### config.mk
export PLATFORM = sky130hd
export DESIGN_NAME = instr_mem_responder
export DESIGN_NICKNAME = d
export VERILOG_FILES = /design/src/rtl/instr_mem_responder.sv
export SDC_FILE = /design/constraint.sdc
export NUM_CORES = 2
export LEC_CHECK = 0
export CAP_MARGIN = 10
export CELL_PAD_IN_SITES_DETAIL_PLACEMENT = 0
export CELL_PAD_IN_SITES_GLOBAL_PLACEMENT = 1
export CORE_ASPECT_RATIO = 0.9
export CORE_MARGIN = 8
export CORE_UTILIZATION = 35
export DETAILED_ROUTE_END_ITERATION = 8
export DONT_BUFFER_PORTS = 1
export PLACE_DENSITY_LB_ADDON = 0.1
export RECOVER_POWER = 50
export SYNTH_ARGS = -nofsm -noshare
export SYNTH_HDL_FRONTEND = slang
export SYNTH_SLANG_ARGS = --single-unit
### constraint.sdc
create_clock -name clk -period 5.46 [get_ports clk]
set_clock_uncertainty 0.1 [all_clocks]
set_input_delay 1.092 -clock clk [delete_from_list [all_inputs] [get_ports clk]]
set_output_delay 1.092 -clock clk [all_outputs]
set_load 0.05 [all_outputs]
### src/rtl/instr_mem_responder.sv
// Multi-cycle instruction-memory responder for the stalling fetch pipeline.
// One request in flight at a time; the response arrives LATENCY cycles later.
module instr_mem_responder #(
    parameter int LATENCY        = 4,
    parameter int MEM_WORDS_LOG2 = 8
) (
    input  logic        clk,
    input  logic        rst_n,
    input  logic        req_valid,
    input  logic [15:0] req_addr,
    input  logic        req_wr,
    input  logic [15:0] req_wdata,
    output logic        req_ready,
    output logic        rsp_valid,
    output logic [15:0] rsp_data,
    output logic        rsp_err,
    output logic        stall
);

    localparam int DEPTH = 1 << MEM_WORDS_LOG2;
    localparam logic [3:0] CNT_INIT =
        (LATENCY > 1) ? 4'(LATENCY - 2) : 4'd0;

    typedef enum logic [1:0] {
        IDLE,
        WAIT,
        RESP
    } state_t;

    state_t                    state;
    logic [3:0]                cnt;
    logic [MEM_WORDS_LOG2-1:0] cap_idx;
    logic                      cap_mis;
    logic                      cap_wr;
    logic [15:0]               cap_wdata;
    logic [15:0]               mem [DEPTH];
    logic                      unused_addr;

    // High address bits only alias; fold them so they are visibly consumed.
    assign unused_addr = ^req_addr;

    always_ff @(posedge clk or negedge rst_n) begin
        if (!rst_n) begin
            state     <= IDLE;
            cnt       <= '0;
            req_ready <= 1'b1;
            stall     <= 1'b0;
            rsp_valid <= 1'b0;
            rsp_err   <= 1'b0;
            cap_idx   <= '0;
            cap_mis   <= 1'b0;
            cap_wr    <= 1'b0;
            cap_wdata <= '0;
        end else begin
            unique case (state)
                IDLE: begin
                    if (req_valid) begin
                        cap_idx   <= req_addr[MEM_WORDS_LOG2:1];
                        cap_mis   <= req_addr[0];
                        cap_wr    <= req_wr;
                        cap_wdata <= req_wdata;
                        req_ready <= 1'b0;
                        stall     <= 1'b1;
                        if (LATENCY == 1) begin
                            state     <= RESP;
                            rsp_valid <= 1'b1;
                            rsp_err   <= req_addr[0];
                        end else begin
                            state <= WAIT;
                            cnt   <= CNT_INIT;
                        end
                    end
                end
                WAIT: begin
                    if (cnt == '0) begin
                        state     <= RESP;
                        rsp_valid <= 1'b1;
                        rsp_err   <= cap_mis;
                    end else begin
                        cnt <= cnt - 1'b1;
                    end
                end
                RESP: begin
                    state     <= IDLE;
                    rsp_valid <= 1'b0;
                    rsp_err   <= 1'b0;
                    stall     <= 1'b0;
                    req_ready <= 1'b1;
                end
                default: begin
                    state <= IDLE;
                end
            endcase
        end
    end

    assign rsp_data = (state == RESP && !cap_wr && !cap_mis)
                    ? mem[cap_idx] : '0;

    // Storage is not reset; a reset landing in RESP still drops the write.
    always_ff @(posedge clk) begin
        if (rst_n && state == RESP && cap_wr && !cap_mis) begin
            mem[cap_idx] <= cap_wdata;
        end
    end

endmodule

### Word level (Yosys, flattened, before mapping)

Memory sizes are Yosys's and may differ from the RTL's.
Cells that the tools add are included.

* bits in writable memories: 4096
* output and inout port bits: 20
* memories: 1
* input bits: 36
* bits in registers: 36
* logic and storage cells: 51

* equality and inequality tests: 5
* reductions and logical operators: 17
* $add $sub $neg: 1
* muxes and demuxes: 17

Memory list
* mem: depth 256, width 16, rd ports 1, clocked after memory_dff 0, write ports 1, line 36 `logic [15:0] mem [DEPTH];`

Operators with widths (number)
* 2-to-1 mux 16 bit: 1
* 2-to-1 mux 4 bit: 2
* case mux 1 bit (2 select lines): 4
* case mux 4 bit (2 select lines): 1
* AND reduction 2 bit: 4
* 2-to-1 mux 1 bit: 6
* inequality test 2 bit, second input constant: 3
* nonzero test 2 bit: 3
* logical AND 1 bit: 5
* zero test 4 bit: 1
* 2-to-1 mux 2 bit: 2
* case mux 2 bit (2 select lines): 1
* subtractor 4 x 1 -> 4 bit, second input constant: 1
* AND reduction 3 bit: 1
* equality test 2 x 1 -> 1 bit, second input constant: 1
* equality test 2 bit, second input constant: 1
* zero test 1 bit: 2
* zero test 2 bit: 1

### Depth between registers and ports, before layout

* depth in word-level cells: 6
* mapped depth: 11
* gate-level depth less buffers: 7

### Worst setup path after synthesis

Ideal clock, no wire load.

* path type: reg2reg
* from: register cap_wdata[0]
* to: memory mem[0][0] (data pin)
* setup slack: 1376 ps
* buffers on the path: 0
* library setup time: 803 ps
* clock period less this slack: 4084 ps
* arrival: 3181 ps
* cell stages (with the launch flop): 1
* data required time: 4557 ps
* cell sequence: dfrtp_1

RTL lines
* start: declaration: line 35 `logic [15:0] cap_wdata;`
* start signal: assignment: line 61 `cap_wdata <= req_wdata;`
* end: declaration: line 36

Straight into the memory's write port.

### Final worst setup path

* from: register cap_idx[1]
* to: output port rsp_data[8]

* longest elaborated chain between the ends: 2

Ends and longest elaborated chain
* start: declaration: line 32 `logic [MEM_WORDS_LOG2-1:0] cap_idx;`
* start signal: assignment: line 58 `cap_idx <= req_addr[MEM_WORDS_LOG2:1];`
* memory (256 x 16 bit)
* 2-to-1 mux 16 bit: line 98 `? mem[cap_idx] : '0;`
* end: declaration: line 15 `output logic [15:0] rsp_data,`

No other way between the ends.

==> tab_implementation.tex <==
\begin{tabular}{lr}
\hline
Metric & Value \\
\hline
\multicolumn{2}{l}{\textbf{Critical path}} \\
\quad CP cell instances & buf\_12, buf\_16, buf\_16, buf\_16, mux2i\_1, o22ai\_1, nor4\_1, buf\_4, nand2\_4, o31ai\_4, buf\_6, nand4\_1, buf\_4, nand3b\_1, buf\_12 \\
\quad Crit Path Category & reg -> out \\
\quad Standard cell with the maximum stage delay on the critical path & sky130\_fd\_sc\_hd\_\_nand4\_1 \\
\quad Endpoint of the lowest-slack register-to-register path & mem[172][11]\$\_DFFE\_PP\_ \\
\quad Delay of the slowest cell on the worst path & 0.59 ns \\
\quad CP Data Required Time & 4.27 ns \\
\quad Worst-path fanout max & 7 \\
\quad Worst R2R Setup Slack & 0.29 ns \\
\quad Destination of the critical timing path & rsp\_data[8] \\
\quad First element of the critical path & cap\_idx[1]\$\_DFFE\_PN0P\_ \\
\quad WP data arrival & 4.86 ns \\
\quad Critical Path Source Type & flip-flop \\
\quad Critical Path End Type & output port \\
\quad Depth of the worst register-to-register path & 1 \\
\quad Most common cell type on the critical path & sky130\_fd\_sc\_hd\_\_buf\_16 \\
\quad Startpoint of the worst-slack reg-to-reg timing path & cap\_wdata[11]\$\_DFFE\_PN0P\_ \\
\multicolumn{2}{l}{\textbf{Place}} \\
\quad I/O Buffers & 0 \\
\quad Number of placed instances, taps included & 14.2k \\
\quad Post-DP HPWL & 286000 um \\
\quad Pre-CTS WS & -0.366 ns \\
\quad Dpl cell area & 172000 sq um \\
\quad Global placer's final weighted congestion & 0.774 \\
\multicolumn{2}{l}{\textbf{Global routing}} \\
\quad Global-route wire length before repair & 681000 um \\
\quad Met3 Use GR & 0.0286 \\
\quad Most used routing layer & met2 \\
\quad Initial antenna violation count & 48 \\
\quad Global routing usage on met2 & 0.314 \\
\quad Vias in the first global route & 82.7k \\
\quad Largest net degree at the start of global routing & 176 \\
\quad Total global-route track usage & 0.201 \\
\quad Met1 Use GR & 0.300 \\
\quad Total gr overflow & 0 \\
\multicolumn{2}{l}{\textbf{Pwr}} \\
\quad Switching power & 33900 uW \\
\quad Peak supply drop & 625 uV \\
\quad Switching power as a share of total power & 0.325 \\
\quad Sequential group share of total power & 0.403 \\
\quad Relative contribution of combinational cells to total power & 0.314 \\
\quad Power per cell area & 542 nW/um\^{}2 \\
\quad Fraction of power consumed by the clock network & 0.283 \\
\quad Internal & 70200 uW \\
\quad Total leakage power & 0.0637 uW \\
\multicolumn{2}{l}{\textbf{Timing}} \\
\quad Number of max-slew violations in the final report & 3756 \\
\quad Unrepaired setup endpoints after global routing & true \\
\quad Fin. Hold Viols & 0 \\
\quad Min cycle time layout & 6.05 ns \\
\quad Setup-violating endpoint count in the final report & 16 \\
\quad Max-slew headroom at the worst pin & -1.26 \\
\quad Final worst slack & -0.590 ns \\
\quad Highest Clock Rate & 165 MHz \\
\quad Worst-margin pin slew & 3.38 ns \\
\quad Final setup TNS & -6.49 ns \\
\quad Fin crit share & 1.11 \\
\multicolumn{2}{l}{\textbf{Detailed routing}} \\
\quad Routed wirelength normalized by instance count & 32.4 um \\
\quad Vias per Instance & 5.39 \\
\quad DR pass1 iterations & 5 \\
\quad Post-Route WL & 498000 um \\
\quad Final antenna-violating net count & 0 \\
\quad First DRT Iteration DRCs & 7812 \\
\quad DRC errors left & 0 \\
\quad Vias & 82.9k \\
\multicolumn{2}{l}{\textbf{Clocking}} \\
\quad Root buffer cell & sky130\_fd\_sc\_hd\_\_clkbuf\_16 \\
\quad Clock insertion delay at the later pin of the skew report & 1.00 ns \\
\quad Longest Clk Path Bufs & 4 \\
\quad TritonCTS Sinks & 4132 \\
\quad Total clock buffers created by CTS & 446 \\
\quad Clk slew on worst S/H paths & 0.06 ns \\
\quad TritonCTS clock tree & yes \\
\quad Number of H-tree levels & 5 \\
\multicolumn{2}{l}{\textbf{Yosys}} \\
\quad Number of enable flip-flop cells after synthesis & 4096 \\
\quad Most frequent cells after synthesis & 4096 x sky130\_fd\_sc\_hd\_\_edfxtp\_1, 961 x sky130\_fd\_sc\_hd\_\_mux2i\_1, 554 x sky130\_fd\_sc\_hd\_\_mux4\_2 \\
\quad Number of flip-flops and latches in the synthesized netlist & 4132 \\
\quad Mean instance size in the synthesized netlist & 20.2 sq um \\
\quad Most common cell in the netlist & sky130\_fd\_sc\_hd\_\_edfxtp\_1 \\
\quad Post-Synthesis Cell Area & 159000 sq um \\
\quad Distinct cell type count after synthesis & 58 \\
\quad Leading post-synthesis cells by cell area & sky130\_fd\_sc\_hd\_\_edfxtp\_1 77\%, sky130\_fd\_sc\_hd\_\_mux4\_2 7.8\%, sky130\_fd\_sc\_hd\_\_mux2i\_1 6.0\% \\
\quad Net count after synthesis & 7913 \\
\quad Asr flop ratio synth & 0.00871 \\
\quad Post-synth top area share & 0.772 \\
\quad Mapped Cells & 7876 \\
\quad Warning count from the yosys run & 0 \\
\quad Top cell type by total area after synthesis & sky130\_fd\_sc\_hd\_\_edfxtp\_1 \\
\quad Sequential area share after synthesis & 0.778 \\
\quad Most instantiated flip-flop cell in the synthesis netlist & sky130\_fd\_sc\_hd\_\_edfxtp\_1 \\
\multicolumn{2}{l}{\textbf{Finish}} \\
\quad Number of nets in the layout & 8975 \\
\quad Area taken by flip-flops and latches & 124000 sq um \\
\quad Fraction of layout cells with a size suffix above 1 & 0.273 \\
\quad Area overhead of the layout relative to synthesis & 20.5\% \\
\quad Number of filler cells placed in the layout & 39.8k \\
\quad Non-filler instance count after layout & 15.4k \\
\quad Total area of multi-input combinational cells & 34400 sq um \\
\quad Design Area, Final & 192000 sq um \\
\multicolumn{2}{l}{\textbf{Die}} \\
\quad Initial Util & 0.351 \\
\quad Number of I/O pins & 56 \\
\quad Core Box Area & 454000 sq um \\
\quad Height of the die & 656 um \\
\quad Floorplan die area & 477000 sq um \\
\quad \# rows & 235 \\
\quad Die Span X & 727 um \\
\multicolumn{2}{l}{\textbf{Job}} \\
\quad Max-cap violations & 47 \\
\multicolumn{2}{l}{\textbf{Outcome}} \\
\quad Violations in the final reports & max-capacitance violations, max-slew violations, negative setup slack \\
\quad Result of the run & finished, violations left \\
\multicolumn{2}{l}{\textbf{Worst hold path}} \\
\quad Hold/Removal Path Class & in -> reg \\
\hline
\end{tabular}
==> cell usage in the layout (no fill, tap or decap), types with 36 or more instances in the layout <==
master,instances
sky130_fd_sc_hd__edfxtp_1,4096
sky130_fd_sc_hd__mux2i_1,935
sky130_fd_sc_hd__buf_4,768
sky130_fd_sc_hd__mux4_2,554
sky130_fd_sc_hd__clkbuf_16,463
sky130_fd_sc_hd__a22oi_1,362
sky130_fd_sc_hd__nor2_1,236
sky130_fd_sc_hd__o22ai_1,212
sky130_fd_sc_hd__clkinv_1,118
sky130_fd_sc_hd__clkbuf_1,111
sky130_fd_sc_hd__buf_12,99
sky130_fd_sc_hd__and3_1,95
sky130_fd_sc_hd__nand3_1,91
sky130_fd_sc_hd__nand2_1,90
sky130_fd_sc_hd__clkinv_2,84
sky130_fd_sc_hd__buf_16,69
sky130_fd_sc_hd__buf_6,65
sky130_fd_sc_hd__nand4_1,64
sky130_fd_sc_hd__nor2b_1,51
sky130_fd_sc_hd__nor2_2,51
sky130_fd_sc_hd__o211ai_1,45
sky130_fd_sc_hd__bufinv_16,38
sky130_fd_sc_hd__nor4_1,36
==> timing repair <==
item,4_1_cts,5_1_grt
cloned,59,8
pin swaps,100,65
setup buffers,209,65
endpoints found under the hold margin,36,0
setup endpoints to repair,16,16
hold buffers,2,0
resized for setup,375,100
==> layout make-up <==
cell class,count,share of cell area
flip-flops and latches,4132,0.645
multi-input cells,3254,0.179
repair buffers,1098,0.0619
clock buffers,554,0.0612
well taps,6043,0.0394
clock inverters,267,0.0123
diodes,23,0.000300
inverters,6,0.000124
==> worst min-delay path by stage <==
stage	to	startpoint	slack, ns	cells past startpoint
6_report	cap_idx[3]$_DFFE_PN0P_	req_addr[4]	0.14	2
5_1_grt	cap_idx[3]$_DFFE_PN0P_	req_addr[4]	0.08	2
4_1_cts	cap_idx[3]$_DFFE_PN0P_	req_addr[4]	0.03	2
3_5_place_dp	cnt[0]$_DFFE_PN0P_	cnt[0]$_DFFE_PN0P_	0.41	1
3_3_place_gp	cnt[0]$_DFFE_PN0P_	cnt[0]$_DFFE_PN0P_	0.39	1
2_1_floorplan	cnt[0]$_DFFE_PN0P_	cnt[0]$_DFFE_PN0P_	0.37	1
==> state kept, by name, indices dropped and copies added, names as in the netlist <==
name and flops:
req_ready 1, rsp_err 1, cap_wr 1, stall 1, rsp_valid 1, mem 4096
cap_wdata 16, cnt 4, cap_idx 8, cap_mis 1, state 2
==> cells by family (layout without fill, tap and decap cells) <==
group                      count (synthesis)  after routing  synth area share
DFF                                     4132           4132             0.778
muxes                                   1539           1539             0.140
AOI/OAI and AO/OA                        857            857            0.0382
and+or+nand+nor                          855            855            0.0271
buffers and inverters                    490           1925            0.0162
xor gates and xnor gates                   2              2          0.000110
adders and majority gates                  1              1         0.0000785
other                                      0             23                 0
==> layer usage <==
| layer | wire length [um] | share of wire | up-vias |
|---|---|---|---|
| li1 | - | - | 34976 |
| met1 | 231000 | 0.46 | 45236 |
| met2 | 229000 | 0.46 | 2113 |
| met5 | 43 | 0.000086 | - |
| met4 | 11900 | 0.024 | 6 |
| met3 | 26200 | 0.053 | 554 |
==> stage by stage <==
stage	utilization	hold slack [ns]	power, uW
CTS	0.421	0.0265	104000
detailed placement	0.378	0.407	70400
global placement	0.378	0.393	69900
finish	0.423	0.136	104000
floorplan	-	0.373	58200
global route	0.423	0.0805	108000
==> critical path, delay by kind of cell, from the launching register on <==
kind                   cells  cell delay (ns)
AO/OA/AOI/OAI              2             0.34
buffers and inverters      8             1.64
flip-flops                 1             0.50
multiplexers               1             0.16
AND/OR/NAND/NOR            4             1.17
==> power groups by stage <==
| stage | registers, uW | clock network, uW | logic, uW |
|---|---|---|---|
| after floorplan | 43900 | 0 | 14200 |
| after global placement | 42100 | 0 | 27800 |
| after detailed placement | 42200 | 0 | 28200 |
| after CTS | 41500 | 30200 | 32800 |
| after global routing | 42100 | 31300 | 34500 |
| final | 41900 | 29400 | 32700 |
(Power assumes the default switching activity.)
